**src/rtl/frame_stream_pkg.sv**
```systemverilog
// rtl/frame_stream_pkg.sv - shared frame queue word format, reader states and skid entry layout
package frame_stream_pkg;

  localparam int WORD_W  = 17;
  localparam int COORD_W = 11;

  localparam logic [WORD_W-1:0] FRAME_START_WORD = 17'h10000;
  localparam logic [WORD_W-1:0] ROW_START_WORD   = 17'h10001;
  localparam logic [WORD_W-1:0] FRAME_END_WORD   = 17'h1FFFF;

  typedef enum logic [1:0] {
    WAIT_FRAME,
    WAIT_ROW,
    ROW_PIXELS,
    WAIT_END
  } reader_state_t;

  typedef struct packed {
    logic [15:0]        data;
    logic [COORD_W-1:0] x;
    logic [COORD_W-1:0] y;
    logic               first;
  } pixel_entry_t;

  localparam int ENTRY_W = $bits(pixel_entry_t);

  function automatic logic is_marker(input logic [WORD_W-1:0] word);
    return word[WORD_W-1];
  endfunction

endpackage

```
**src/rtl/stream_skid_buffer.sv**
```systemverilog
// rtl/stream_skid_buffer.sv - two-entry output buffer; head entry is registered and held while stalled
module stream_skid_buffer
  import frame_stream_pkg::*;
(
  input  logic               clk,
  input  logic               reset_n,
  input  logic               push,
  input  logic [ENTRY_W-1:0] push_entry,
  input  logic               pop_ready,
  output logic               out_valid,
  output logic [ENTRY_W-1:0] out_entry,
  output logic [1:0]         occupancy
);

  logic [ENTRY_W-1:0] entry0;
  logic [ENTRY_W-1:0] entry1;
  logic [1:0]         count;
  logic               pop;
  logic               push_ok;

  assign pop     = (count != 2'd0) && pop_ready;
  assign push_ok = push && (pop || count != 2'd2);

  always_ff @(posedge clk or negedge reset_n) begin
    if (!reset_n) begin
      entry0 <= '0;
      entry1 <= '0;
      count  <= 2'd0;
    end else begin
      case ({push_ok, pop})
        2'b10: begin
          if (count == 2'd0) entry0 <= push_entry;
          else               entry1 <= push_entry;
          count <= count + 2'd1;
        end
        2'b01: begin
          entry0 <= entry1;
          count  <= count - 2'd1;
        end
        2'b11: begin
          // count stays; the new word lands behind whatever remains
          if (count == 2'd1) begin
            entry0 <= push_entry;
          end else begin
            entry0 <= entry1;
            entry1 <= push_entry;
          end
        end
        default: ;
      endcase
    end
  end

  assign out_valid = (count != 2'd0);
  assign out_entry = entry0;
  assign occupancy = count;

endmodule

```
**src/rtl/frame_queue_reader.sv**
```systemverilog
// rtl/frame_queue_reader.sv - pops the frame queue, decodes markers and emits a coordinate-tagged pixel stream
module frame_queue_reader
  import frame_stream_pkg::*;
#(
  parameter int   FRAME_WIDTH       = 480,
  parameter int   FRAME_HEIGHT      = 272,
  parameter logic EXPECT_EXTRA_DATA = 1'b1
) (
  input  logic        clk,
  input  logic        reset_n,
  input  logic        queue_empty,
  input  logic [16:0] queue_data,
  output logic        queue_rd_en,
  output logic        queue_clk,
  output logic [15:0] pixel_data,
  output logic        pixel_valid,
  input  logic        pixel_ready,
  output logic [10:0] pixel_x,
  output logic [10:0] pixel_y,
  output logic        frame_first,
  output logic        frame_done,
  output logic        protocol_error,
  output logic [7:0]  error_count
);

  localparam logic [10:0] X_LAST = 11'(FRAME_WIDTH - 1);
  localparam logic [10:0] Y_LAST = 11'(FRAME_HEIGHT - 1);
  localparam reader_state_t AFTER_START = EXPECT_EXTRA_DATA ? WAIT_ROW : ROW_PIXELS;

  reader_state_t state;
  logic [10:0]   x_cnt;
  logic [10:0]   y_cnt;
  logic          in_flight;
  logic          is_pixel;
  logic          is_fs;
  logic          is_rs;
  logic          is_fe;
  logic          word_err;
  logic          push;
  logic          pop;
  logic [1:0]    occupancy;
  logic [2:0]    credit;
  pixel_entry_t  push_entry;
  pixel_entry_t  head;
  logic [ENTRY_W-1:0] head_bits;

  assign queue_clk = clk;

  // Credits cover both buffered entries and the word still coming back from the FIFO
  assign pop         = pixel_valid && pixel_ready;
  assign credit      = {1'b0, occupancy} + {2'b00, in_flight} - {2'b00, pop};
  assign queue_rd_en = reset_n && !queue_empty && (credit < 3'd2);

  always_ff @(posedge clk or negedge reset_n) begin
    if (!reset_n) in_flight <= 1'b0;
    else          in_flight <= queue_rd_en;
  end

  assign is_pixel = !is_marker(queue_data);
  assign is_fs    = (queue_data == FRAME_START_WORD);
  assign is_rs    = (queue_data == ROW_START_WORD);
  assign is_fe    = (queue_data == FRAME_END_WORD);

  always_comb begin
    word_err = 1'b0;
    if (in_flight) begin
      case (state)
        WAIT_FRAME: word_err = !is_fs;
        WAIT_ROW:   word_err = !is_rs;
        ROW_PIXELS: word_err = !is_pixel;
        WAIT_END:   word_err = !is_fe;
        default:    word_err = 1'b0;
      endcase
    end
  end

  assign push             = in_flight && is_pixel && (state == ROW_PIXELS);
  assign push_entry.data  = queue_data[15:0];
  assign push_entry.x     = x_cnt;
  assign push_entry.y     = y_cnt;
  assign push_entry.first = (x_cnt == 11'd0) && (y_cnt == 11'd0);

  always_ff @(posedge clk or negedge reset_n) begin
    if (!reset_n) begin
      state          <= WAIT_FRAME;
      x_cnt          <= 11'd0;
      y_cnt          <= 11'd0;
      frame_done     <= 1'b0;
      protocol_error <= 1'b0;
      error_count    <= 8'd0;
    end else begin
      frame_done     <= 1'b0;
      protocol_error <= word_err;
      if (word_err && error_count != 8'hFF) error_count <= error_count + 8'd1;
      if (in_flight) begin
        case (state)
          WAIT_FRAME: begin
            if (is_fs) begin
              x_cnt <= 11'd0;
              y_cnt <= 11'd0;
              state <= AFTER_START;
            end
          end
          WAIT_ROW: begin
            if (is_fs) begin
              x_cnt <= 11'd0;
              y_cnt <= 11'd0;
            end else if (is_rs) begin
              x_cnt <= 11'd0;
              state <= ROW_PIXELS;
            end else if (is_fe) begin
              state <= WAIT_FRAME;
            end
          end
          ROW_PIXELS: begin
            if (is_pixel) begin
              if (x_cnt == X_LAST) begin
                x_cnt <= 11'd0;
                if (y_cnt != Y_LAST) begin
                  y_cnt <= y_cnt + 11'd1;
                  state <= AFTER_START;
                end else if (EXPECT_EXTRA_DATA) begin
                  state <= WAIT_END;
                end else begin
                  frame_done <= 1'b1;
                  state      <= WAIT_FRAME;
                end
              end else begin
                x_cnt <= x_cnt + 11'd1;
              end
            end else if (is_rs) begin
              // short row: the marker opens the next row
              x_cnt <= 11'd0;
              if (y_cnt != Y_LAST) y_cnt <= y_cnt + 11'd1;
              else                 state <= WAIT_END;
            end else if (is_fe) begin
              state <= WAIT_FRAME;
            end else if (is_fs) begin
              x_cnt <= 11'd0;
              y_cnt <= 11'd0;
              state <= AFTER_START;
            end
          end
          WAIT_END: begin
            if (is_fe) begin
              frame_done <= 1'b1;
              state      <= WAIT_FRAME;
            end else if (is_fs) begin
              x_cnt <= 11'd0;
              y_cnt <= 11'd0;
              state <= AFTER_START;
            end
          end
          default: state <= WAIT_FRAME;
        endcase
      end
    end
  end

  stream_skid_buffer u_skid (
    .clk        (clk),
    .reset_n    (reset_n),
    .push       (push),
    .push_entry (push_entry),
    .pop_ready  (pixel_ready),
    .out_valid  (pixel_valid),
    .out_entry  (head_bits),
    .occupancy  (occupancy)
  );

  assign head        = pixel_entry_t'(head_bits);
  assign pixel_data  = head.data;
  assign pixel_x     = head.x;
  assign pixel_y     = head.y;
  assign frame_first = head.first;

endmodule
```
**config.mk**
```make
export PLATFORM = sky130hd
export DESIGN_NAME = frame_queue_reader
export DESIGN_NICKNAME = d
export VERILOG_FILES = /design/src/rtl/frame_stream_pkg.sv /design/src/rtl/stream_skid_buffer.sv /design/src/rtl/frame_queue_reader.sv
export SDC_FILE = /design/constraint.sdc
export NUM_CORES = 1
export LEC_CHECK = 0
export ABC_AREA = 1
export ABC_CLOCK_PERIOD_IN_PS = 7000
export BUFFER_PORTS_ARGS = -buffer_cell sky130_fd_sc_hd__buf_2
export CAP_MARGIN = 20
export CORE_UTILIZATION = 64
export CTS_CLUSTER_DIAMETER = 40
export DETAILED_ROUTE_END_ITERATION = 12
export GPL_TIMING_DRIVEN = 0
export PLACE_DENSITY_LB_ADDON = 0.05
export REMOVE_ABC_BUFFERS = 1
export SYNTH_ARGS = -nofsm -noshare
export SYNTH_HDL_FRONTEND = slang
export SYNTH_HIERARCHICAL = 1
export SYNTH_SLANG_ARGS = --single-unit
```
**constraint.sdc**
```tcl
create_clock -name clk -period 7 [get_ports clk]
set_clock_uncertainty 0.05 [all_clocks]
set_input_delay 1.05 -clock clk [delete_from_list [all_inputs] [get_ports clk]]
set_output_delay 1.05 -clock clk [all_outputs]
set_load 0.1 [all_outputs]
```
==> reports/metrics.csv <==
metric,value,unit
antenna_found_initial,0,
overflow,0,
drive_above_1_share,14.9,%
p_seq_share,26.9,%
powerDensity,484,nW/µm²
dieArea,10800,µm²
synthDistinctLibCells,37,
arrival,4.01,ns
port_buffers,72,
r2r_slack,2.70,ns
hold_slack,0.292,ns
vias,6535,
crit_path_end_kind,primary output,
track_usage,35.5,%
grt_pass1_wl,30400,µm
outcome,completed,
wl_per_cell,16.1,µm
synth.top_cell.area_share,43.3,%
clkPwrFrac,25.8,%
top_level_ports,73,
synth.avg_cell_area,7.29,µm²
hold_path.class,in2async,
yosysMostFrequentCell,nand2_1,
netlist_top_cells_count,"nand2_1, nand3_1, dfrtp_1",
hold_viol,0,
drt_iter0_drc,525,
tightest_slew,0.941,ns
seq_area_frac_synth,43.3,%
internal-power,1820,µW
dr_wl_met3,1410,µm
chipWidth,104,µm
wl_met1,7480,µm
cts_resized,0,
core-area,9910,µm²
path_max_fanout,2,
cts_tree,built,
layout_setup_ws,1.89,ns
placed_cell_area,7100,µm²
max-slew-margin-rel,37.0,%
place_hpwl,11200,µm
area_growth,16.4,%
rr_worst_depth,10,
ant_nets,0,
synth.ff_latch_count,115,
fin_setup_tns,0,ns
rsz0062_at_grt,false,
worstSetupPathType,clk2out,
p_sw,1920,µW
post_cts_buffers,0,
reg2reg_to,u_skid/out_entry[0]$_DFFE_PN0P_,
antenna_cells,0,
die_h,104,µm
clk_latency,0.62,ns
synthFlopType,dfrtp_1,
synthTopCellsByArea,"dfrtp_1, nand2_1, nand3_1",
synth_edf_count,0,
setup_violations,0,
fin_nets,1002,
hold_buffers,0,
switching_share,51.3,%
gp_congestion,0.886,
grt_max_degree,74,
cp.required,5.90,ns
max-vdd-ir-drop,482,µV
highest_layer,met4,
rows,36,
r2r-start,state[0]$_DFFE_PN0P_,
grt_pass1_vias,6474,
drv_slew,0,
fin_util,78.1,%
syn_area,6650,µm²
via_per_inst,5.85,
p_leak,0.00430,µW
synthCells,912,
met2_length,8670,µm
drc,0,
firstDrtPassIters,8,
routed_wl,18000,µm
clk_pin_slew_worst_paths,0.06,ns
start_util,67.1,%
dpl_worst_slack,2.13,ns
comb_power_share,47.3,%
ys_async_sr_fraction,100,%
synth_top_area_cell,dfrtp_1,
finalInstanceArea,7740,µm²
ys.warnings.count,6,
worstSetupStartpointType,clock port,
max-cap-violations,0,
layout by cell type, fill, tap and decap left out, types with 10 or more instances in the layout:
cell,instances
nand2_1,346
nor3_1,11
nor2_1,50
buf_2,71
clkbuf_16,16
dfrtp_1,115
nand4_1,16
nand2_2,11
inv_1,88
nand3_1,119
a21oi_1,10
nand3b_1,40
worst max path at each step:
stage	start	endpoint	slack, ns	depth (start not counted)
2_1_floorplan	u_skid/occupancy[1]$_DFFE_PN0P_	queue_rd_en	1.55	10
3_3_place_gp	pixel_ready	u_skid/entry1[8]$_DFFE_PN0P_	1.99	8
3_5_place_dp	clk	queue_clk	2.13	1
4_1_cts	clk	queue_clk	1.89	3
5_1_grt	clk	queue_clk	1.89	3
6_report	clk	queue_clk	1.89	3
critical path, cell delays in order:
cell and delay, ns:
clkbuf_8 0.11, clkbuf_8 0.12, buf_2 0.28
layer usage:
layer / GRT usage [%] / vias up
met5: 0 / -
met4: 19.2 / 0
met3: 7.21 / 45
met2: 57.2 / 357
met1: 45.1 / 3115
li1: - / 3018
cells by family after synthesis:
kind of cell | Yosys count | synth area share (%)
XOR/XNOR | 8 | 1.05
adder cells (fa/ha/maj) | 10 | 1.99
flip-flops | 115 | 43.3
buffers and inverters | 133 | 8.36
AO/OA/AOI/OAI | 26 | 2.07
AND/OR/NAND/NOR | 620 | 43.2
through the flow:
stage          power [µW]  std cells
3_3_place_gp         2720       1078
6_report             3740       1117
2_1_floorplan        2390        873
3_5_place_dp         2810       1082
5_1_grt              3910       1117
4_1_cts              3740       1117
power groups by stage:
| stage | logic (µW) | clock network (µW) | registers (µW) |
|---|---|---|---|
| after CTS | 1760 | 972 | 1000 |
| after global placement | 1680 | 50.3 | 997 |
| after global routing | 1870 | 1000 | 1030 |
| final | 1770 | 965 | 1010 |
| after detailed placement | 1750 | 50.3 | 1010 |
| after floorplan | 584 | 0 | 1800 |
sequential cells by signal, indices dropped and copies added, names as in the netlist:
signal	cells
error_count	8
frame_done	1
x_cnt	11
u_skid/out_entry	39
u_skid/entry1	39
y_cnt	11
u_skid/occupancy	2
in_flight	1
protocol_error	1
state	2
final cells by class:
type	instances	area (µm²)
clock buffers	26	509
clock inverters	10	130
fillers	688	2170
inverters	94	355
multi-input cells	664	3230
flip-flops and latches	115	2880
well taps	133	166
repair buffers	75	472
Power figures use the tool's default switching activity.
